--- config.mk ---
export PLATFORM = sky130hd
export DESIGN_NAME = mulchan_rd_scheduler
export DESIGN_NICKNAME = d
export VERILOG_FILES = /design/src/rtl/mulchan_rd_scheduler.sv
export SDC_FILE = /design/constraint.sdc
export NUM_CORES = 1
export LEC_CHECK = 0
export ABC_CLOCK_PERIOD_IN_PS = 3920
export CAP_MARGIN = 25
export CORE_MARGIN = 2
export CORE_UTILIZATION = 39
export CTS_CLUSTER_SIZE = 14
export DETAILED_ROUTE_END_ITERATION = 10
export PLACE_DENSITY = 0.9
export SLEW_MARGIN = 0
export SYNTH_ARGS = -nofsm -noshare
export SYNTH_HDL_FRONTEND = slang
export SYNTH_SLANG_ARGS = --single-unit
export TNS_END_PERCENT = 20
--- constraint.sdc ---
create_clock -name clk -period 3.92 [get_ports clk]
set_clock_uncertainty 0.05 [all_clocks]
set_input_delay 0.98 -clock clk [delete_from_list [all_inputs] [get_ports clk]]
set_output_delay 0.98 -clock clk [all_outputs]
set_load 0.005 [all_outputs]
--- src/rtl/mulchan_rd_scheduler.sv ---
// Round-robin scheduler sharing one AXI read master among CH_NUM read channels.
// Define ARB_FIXED_PRIO_EN to select the lowest-index requester instead of round-robin.
module mulchan_rd_scheduler #(
    parameter int unsigned CH_NUM   = 4,
    parameter int unsigned CH_IDX_W = 2,
    parameter int unsigned ADDR_W   = 30,
    parameter int unsigned LEN_W    = 8
) (
    input  logic                       clk,
    input  logic                       rst,
    input  logic [CH_NUM-1:0]          ch_rd_req,
    input  logic [CH_NUM*ADDR_W-1:0]   ch_rd_addr,
    input  logic [CH_NUM*LEN_W-1:0]    ch_rd_len,
    output logic [CH_NUM-1:0]          ch_rd_grant,
    input  logic                       axi_rd_ready,
    input  logic                       axi_rd_done,
    output logic                       axi_rd_start,
    output logic [ADDR_W-1:0]          axi_rd_addr,
    output logic [LEN_W-1:0]           axi_rd_len,
    output logic [CH_IDX_W-1:0]        cur_chan,
    output logic                       arb_busy
);

    typedef enum logic [1:0] {StIdle, StStart, StBusy} state_e;

    state_e                state_q, state_d;
    logic [CH_NUM-1:0]     grant_q, grant_d;
    logic                  start_q, start_d;
    logic [ADDR_W-1:0]     addr_q, addr_d;
    logic [LEN_W-1:0]      len_q, len_d;
    logic [CH_IDX_W-1:0]   cur_q, cur_d;
    logic [CH_IDX_W-1:0]   rr_ptr_q, rr_ptr_d;
    logic                  busy_q;

    logic [CH_IDX_W-1:0]   winner;
    logic                  win_valid;

`ifdef ARB_FIXED_PRIO_EN
    always_comb begin
        winner    = '0;
        win_valid = 1'b0;
        for (int unsigned i = 0; i < CH_NUM; i++) begin
            if (!win_valid && ch_rd_req[CH_IDX_W'(i)]) begin
                winner    = CH_IDX_W'(i);
                win_valid = 1'b1;
            end
        end
    end
`else
    logic [CH_IDX_W-1:0] cand;

    // Search starts at rr_ptr and wraps modulo CH_NUM, so non-power-of-two counts stay in range.
    always_comb begin
        winner    = '0;
        win_valid = 1'b0;
        cand      = '0;
        for (int unsigned i = 0; i < CH_NUM; i++) begin
            cand = CH_IDX_W'((32'(rr_ptr_q) + i) % CH_NUM);
            if (!win_valid && ch_rd_req[cand]) begin
                winner    = cand;
                win_valid = 1'b1;
            end
        end
    end
`endif

    always_comb begin
        state_d  = state_q;
        grant_d  = grant_q;
        start_d  = 1'b0;
        addr_d   = addr_q;
        len_d    = len_q;
        cur_d    = cur_q;
        rr_ptr_d = rr_ptr_q;
        unique case (state_q)
            StIdle: begin
                if (win_valid) begin
                    state_d  = StStart;
                    grant_d  = {{(CH_NUM-1){1'b0}}, 1'b1} << winner;
                    cur_d    = winner;
                    addr_d   = ch_rd_addr[32'(winner)*ADDR_W +: ADDR_W];
                    len_d    = ch_rd_len[32'(winner)*LEN_W +: LEN_W];
                    rr_ptr_d = (winner == CH_IDX_W'(CH_NUM-1)) ? '0 : winner + 1'b1;
                end
            end
            StStart: begin
                if (axi_rd_ready) begin
                    state_d = StBusy;
                    start_d = 1'b1;
                end
            end
            StBusy: begin
                // Grant stays up through the done cycle; the channel samples grant && done.
                if (axi_rd_done) begin
                    state_d = StIdle;
                    grant_d = '0;
                end
            end
            default: begin
                state_d = StIdle;
                grant_d = '0;
            end
        endcase
    end

    always_ff @(posedge clk) begin
        if (rst) begin
            state_q  <= StIdle;
            grant_q  <= '0;
            start_q  <= 1'b0;
            addr_q   <= '0;
            len_q    <= '0;
            cur_q    <= '0;
            rr_ptr_q <= '0;
            busy_q   <= 1'b0;
        end else begin
            state_q  <= state_d;
            grant_q  <= grant_d;
            start_q  <= start_d;
            addr_q   <= addr_d;
            len_q    <= len_d;
            cur_q    <= cur_d;
            rr_ptr_q <= rr_ptr_d;
            busy_q   <= (state_d != StIdle);
        end
    end

    assign ch_rd_grant  = grant_q;
    assign axi_rd_start = start_q;
    assign axi_rd_addr  = addr_q;
    assign axi_rd_len   = len_q;
    assign cur_chan     = cur_q;
    assign arb_busy     = busy_q;

endmodule

==> summary.md, run 1 <==
| Metric | Value |
|---|---|
| Status | complete, no violations |
| 1st-pass router iterations | 4 |
| Setup violations, final | 0 |
| Setup_tns | 0 ns |
| CP delay by family, top | buffers and inverters |
| CP required | 4.10 ns |
| Dominant cell type by area after synthesis | dfxtp_1 |
| DP Area | between 0.005 and 0.006 mm2 |
| Achievable Freq | roughly 330 MHz |
| Core footprint | ~0.0077 mm2 |
| DP HPWL | ~8400 um |
| CTS max path bufs | 2 |
| IO Port Bufs | between 200 and 250 |
| Unrepaired setup endpoints after global routing | false |
| DR iter-0 viols | between 200 and 250 |
| Root buf cell | clkbuf_8 |
| Critical Path AT | 3.22 ns |
| CP max-delay cell | clkdlybuf4s50_1 |
| # IOs | a little over 200 |
| Final WL | about 12,000 um |
| CP Capture Type | register |
| Synth unique cells | 39 |
| Max_cap viols | 0 |
| Multi-input gate area | about 0.0019 mm2 |
| Primary FF master, synth | dfxtp_1 |
| CP max stage delay | ~0.52 ns |
| Initial core utilization | 0.401 |
| Ys Warns | 0 |
| Fin. max-slew vios | 0 |
| Slew HR | 0.541 |
| H-tree Lvls | 2 |
| P per Cell Area | around 320 mW/mm2 |
| Avg Vias per Cell | around 5.7 |
| Hold Vio Cnt, Final | 0 |
| Hold WC Path Type | register to register |
| Sink Count | 50 |
| Leakage | 1.94 nW |
| Cts repair resizes | 0 |
| Largest net degree at the start of global routing | 77 |
| Routed WL per cell | around 18 um |
| Vias in the first global route | between 3,000 and 4,000 |
| Mapped cell area | slightly above 0.003 mm2 |
| Fin crit share | 0.776 |
| Syn Nets | approximately 530 |
| Critical path class | input pin to register |
| CTS tree | built |
| Post-synth top area share | 0.323 |
| Synth top area cells | dfxtp_1, mux2i_1, a2111oi_0 |
| Post-synth EDFFs | 0 |
| Die width | between 90 and 100 um |
| Seq. cell area | 0.00100 mm2 |
| Post-route ant nets | 0 |
| DRC violations left | 0 |
| Die Ht | between 90 and 100 um |
| Most frequent CP cell | a21oi_1 |
| Critical-path cell list | clkdlybuf4s50_1 -> a21oi_1 -> o21a_1 -> o22ai_2 -> inv_2 -> buf_16 -> ha_1 -> nor4b_1 -> a21oi_1 -> nor2_1 |
| Row cnt | 32 |
| RePlAce Congestion | 0.861 |
| Min cycle time layout | slightly above 3 ns |
| Async SR Flop Fraction | 0 |
| Hold-fix buffers, CTS | 0 |
| Max IR drop VDD | around 0.16 mV |
| Total number of vias | 3,675 |
| Share of cells above drive strength 1 | 0.0479 |
| Layout area overhead | 70.0% |
| Number of synthesized register bits | 50 |
| Cells after Synth | ~360 |
| FILL cells | about 620 |
| Startpoint types | input pin |
| Grt ovf | 0 |
| GRT Overall Usage | 0.256 |
| Fin nets | around 710 |
| Cts bufs inserted | 5 |
| First-pass GRT wire length | roughly 18,000 um |
| Cell area after layout | between 0.005 and 0.006 mm2 |
| Worst-path fanout max | 26 |
| Inserted Diodes | 0 |
| Initial antenna violation count | 0 |
| # Post-CTS Setup Buffers | 0 |
| Synthesized area per cell | roughly 8.6 um2 |
| Slew @ Worst Pin | 0.689 ns |
| Clk Latency, worst-skew pair | ~0.3 ns |
| Reg clk slew, reported paths | about 0.08 ns |
| Die footprint | between 0.008 and 0.009 mm2 |
| Post-synthesis sequential area ratio | 0.323 |
| CP bufs+invs | 3 |
[worst min-delay path: stages, from the launching register on]
cell     delay, ns
dfxtp_1       0.31
nand2_1       0.05
a21oi_1       0.05
[layer usage]
| metal | up-vias | global-route usage | routed length (um) |
|---|---|---|---|
| met3 | 20 | 0.0588 | 989 |
| met4 | 0 | 0.0846 | 218 |
| met2 | 203 | 0.472 | 6040 |
| met1 | 1693 | 0.291 | 4390 |
| li1 | 1759 | - | - |
| met5 | - | 0 | 0 |
[final timing paths]
check	to	slack (ns)	depth (start not counted)	start
max reg2reg	axi_rd_addr[16]	1.66	7	rr_ptr_q[1]
min reg2reg	cur_chan[1]	0.41	2	cur_chan[1]
min	cur_chan[1]	0.41	2	cur_chan[1]
max	ch_rd_grant[2]	0.88	10	ch_rd_req[1]
[registers in the layout, indices dropped and copies added, names as in the netlist]
signal        count
arb_busy          1
axi_rd_addr      30
axi_rd_len        8
axi_rd_start      1
ch_rd_grant       4
cur_chan          2
rr_ptr_q          2
state_q           2
[cell usage after synthesis, drive strengths merged (8+ instances only)]
library cell / instances
nor2: 22
o21ai: 18
o221ai: 17
and3: 26
buf: 19
nand3b: 17
a21oi: 12
a2111oi: 26
mux2i: 35
nand2: 19
nand3: 16
a31oi: 8
nor4: 13
a211o: 17
dfxtp: 50
clkbuf: 20
[cell usage in the layout, fill, tap and decap left out, drive strengths merged, types with 2 or more instances in the layout]
cell | synthesis | layout
or2 | 2 | 2
nor2 | 22 | 22
o22ai | 2 | 2
ha | 4 | 4
a31oi | 8 | 8
dfxtp | 50 | 50
nor4b | 4 | 4
o21ai | 18 | 18
o221ai | 17 | 17
and3 | 26 | 26
a2111oi | 26 | 26
nand2 | 19 | 19
nor3 | 2 | 2
buf | 19 | 10
mux2i | 35 | 35
and2 | 2 | 2
clkbuf | 20 | 7
nand3b | 17 | 17
a211o | 17 | 17
nand3 | 16 | 16
clkdlybuf4s50 | 0 | 204
inv | 4 | 4
nor4 | 13 | 13
a21oi | 12 | 12
[area by class of cell]
cell class,count,share of cell area
Sequential cell,50,0.190
Clock buffer,7,0.0145
Tap cell,102,0.0242
Timing Repair Buffer,214,0.407
Multi-Input combinational cell,268,0.361
Inverter,4,0.00332
[report_power, final]
| group | switching, mW | leakage [nW] | total [mW] | internal [mW] |
|---|---|---|---|---|
| Clock | 0.167 | 0.0383 | 0.290 | 0.124 |
| Sequential | 0.0478 | 0.413 | 0.630 | 0.582 |
| Combinational | 0.334 | 1.49 | 0.757 | 0.423 |
| Total | 0.549 | 1.94 | 1.68 | 1.13 |
[per-stage QoR]
stage | worst slack (ns) | hold WS [ns] | cells | total power, mW | util
CTS | 0.599 | 0.417 | 644 | 1.68 | 0.678
global route | 0.717 | 0.447 | 645 | 1.77 | 0.682
finish | 0.880 | 0.411 | 645 | 1.68 | 0.682
global placement | 0.384 | 0.395 | 637 | 1.36 | 0.669
detailed placement | 0.292 | 0.405 | 637 | 1.38 | 0.669
floorplan | 1.47 | 0.403 | 361 | 0.999 | -
[cells by family (layout without fill, tap and decap cells)]
group                    count (synthesis)  in the layout  synth area share
AO/OA/AOI/OAI                          103            103             0.255
adder cells (fa/ha/maj)                  4              4            0.0161
buffers and inverters                   43            225            0.0650
flip-flops                              50             50             0.323
multiplexers                            35             35             0.113
AND/OR/NAND/NOR                        126            126             0.228
Note: power is estimated with default switching activity, not from simulation.
==> run 2, diff against run 1 <==
- ABC_CLOCK_PERIOD_IN_PS: 3920 -> 2750
- CORE_UTILIZATION: 39 -> 33
- PLACE_DENSITY: 0.9 -> 0.81
- clock period: 3.92 -> 2.75 ns (I/O delays scaled with it)
==> summary.md, run 2 (same netlist as run 1, synthesis figures left out) <==
| Metric | Value |
|---|---|
| Max IR drop VDD | approximately 0.23 mV |
| Cell Count Post-Placement | 656 |
| Grt ovf | 0 |
| DP Area | ~0.0053 mm2 |
| Core footprint | 0.00920 mm2 |
| Vias in the first global route | about 3,700 |
| CP required | approximately 2.9 ns |
| Hold Vio Cnt, Final | 0 |
| Worst R2R Start | rr_ptr_q[1] |
| Sink Count | 50 |
| Hold-fix buffers, CTS | 0 |
| GRT Overall Usage | 0.220 |
| Multi-input gate area | between 0.0015 and 0.002 mm2 |
| Total number of vias | 3,700 |
| HP Start | cur_chan[1] |
| Fin crit share | 0.901 |
| Largest net degree at the start of global routing | 35 |
| Fin. max-slew vios | 0 |
| Initial antenna violation count | 0 |
| Cell area after layout | between 0.005 and 0.006 mm2 |
| Setup_tns | 0 ns |
| Slew HR | 0.612 |
| CTS max path bufs | 2 |
| Reg clk slew, reported paths | about 0.09 ns |
| Status | complete, no violations |
| Reg2Reg Setup Slack | 0.61 ns |
| Hold Crit Depth | 2 |
| First-pass GRT wire length | about 18,000 um |
| Leading cell type in the layout, fill and taps excluded | clkdlybuf4s50_1 |
| Die footprint | just over 0.01 mm2 |
| R2R Path End | axi_rd_addr[19] |
| Seq. cell area | approximately 0.001 mm2 |
| Slew @ Worst Pin | 0.568 ns |
| Row cnt | 35 |
| Hold endpoint | cur_chan[1] |
| CP max stage delay | 0.60 ns |
| Hold WS | approximately 0.42 ns |
| # Post-CTS Setup Buffers | 0 |
| CP max-delay cell | a2111oi_0 |
| FILL cells | 814 |
| Routed WL per cell | 17.5 um |
| DP HPWL | between 8000 and 9000 um |
| CTS tree | built |
| Post-route ant nets | 0 |
| Most frequent cells in the layout | clkdlybuf4s50_1, dfxtp_1, mux2i_1 |
| H-tree Lvls | 2 |
| 1st-pass router iterations | 5 |
| Leakage | roughly 2 nW |
| RePlAce Congestion | roughly 0.91 |
| Critical path class | input pin to register |
| CP delay by family, top | compound AO/OA/AOI/OAI gates |
| Layout area overhead | 73.7% |
| Fin nets | 716 |
| Root buf cell | clkbuf_8 |
| Achievable Freq | approximately 400 MHz |
| Avg Vias per Cell | roughly 5.6 |
| Clk Latency, worst-skew pair | 0.30 ns |
| Initial core utilization | 0.337 |
| DRC violations left | 0 |
| Final WL | about 12,000 um |
| Cts repair resizes | 0 |
| DR iter-0 viols | between 200 and 250 |
| P per Cell Area | around 470 mW/mm2 |
| Die Ht | 101 um |
| Startpoint types | input pin |
| Worst R2R Path Depth | 6 |
| Cts bufs inserted | 5 |
| Setup violations, final | 0 |
| Critical Path AT | 2.60 ns |
| Share of cells above drive strength 1 | 0.0687 |
| Hold WC Path Type | register to register |
| Critical-path cell list | clkdlybuf4s50_1 -> mux2i_1 -> o22ai_2 -> nor2_4 -> inv_4 -> a2111oi_0 -> nor4_1 |
| Layout Cells excl Fill | ~660 |
| Number of flip-flops in the largest register | 30 |
| # IOs | between 200 and 250 |
| Max_cap viols | 0 |
| Min cycle time layout | roughly 2.5 ns |
| CP Capture Type | register |
| Worst-path fanout max | 29 |
| IO Port Bufs | 205 |
| Final Total Pwr | roughly 2.5 mW |
| CP bufs+invs | 2 |
| CP Launch Point | ch_rd_req[0] |
| Unrepaired setup endpoints after global routing | false |
| Inserted Diodes | 0 |
| Die width | approximately 100 um |
run 2: cell count changes in the layout (fill, tap and decap cells not counted):
cell,change
buf_4,+8
buf_12,+2
clkbuf_1,-2
clkinv_2,+2
buf_16,-1
bufinv_16,+1
run 2: per-layer routing:
layer	vias up	global-route usage	routed length [um]
met2	165	0.381	5870
met3	14	0.0402	732
li1	1785	-	-
met1	1736	0.282	4880
met5	-	0	0
met4	0	0.0541	164
run 2: how the worst max path moves through the flow:
| stage | slack, ns | endpoint | depth (start not counted) |
|---|---|---|---|
| after floorplan | 0.59 | ch_rd_grant[2] | 10 |
| after global placement | 0.05 | axi_rd_addr[7] | 7 |
| after detailed placement | -0.05 | axi_rd_addr[7] | 7 |
| after CTS | 0.27 | axi_rd_addr[19] | 7 |
| after global routing | 0.11 | axi_rd_addr[7] | 7 |
| final | 0.27 | axi_rd_addr[19] | 7 |
run 2: area by class of cell:
type	count	area share
tap	111	0.0258
sequential	50	0.186
clock inverter	3	0.00743
clock buffer	5	0.0128
inverter	4	0.00325
multi-input combinational	268	0.353
timing repair buffer	223	0.412
run 2: report_power, final:
| group | total (mW) | switching, mW | internal (mW) |
|---|---|---|---|
| combinational | 1.10 | 0.476 | 0.620 |
| sequential | 0.896 | 0.0660 | 0.830 |
| clock | 0.522 | 0.253 | 0.268 |
| total | 2.51 | 0.795 | 1.72 |
run 2: worst register-to-register path: stages, from the launching register on:
cell and delay (ns):
dfxtp_1 0.45, mux2i_1 0.31, o22ai_2 0.15, nor2_4 0.19
inv_4 0.15, a2111oi_0 0.62, nor4_1 0.10
run 2: stage by stage:
step,utilization,setup slack [ns]
2_1_floorplan,-,0.590
3_3_place_gp,0.574,0.0459
3_5_place_dp,0.574,-0.0514
4_1_cts,0.586,0.274
5_1_grt,0.586,0.106
6_report,0.586,0.274
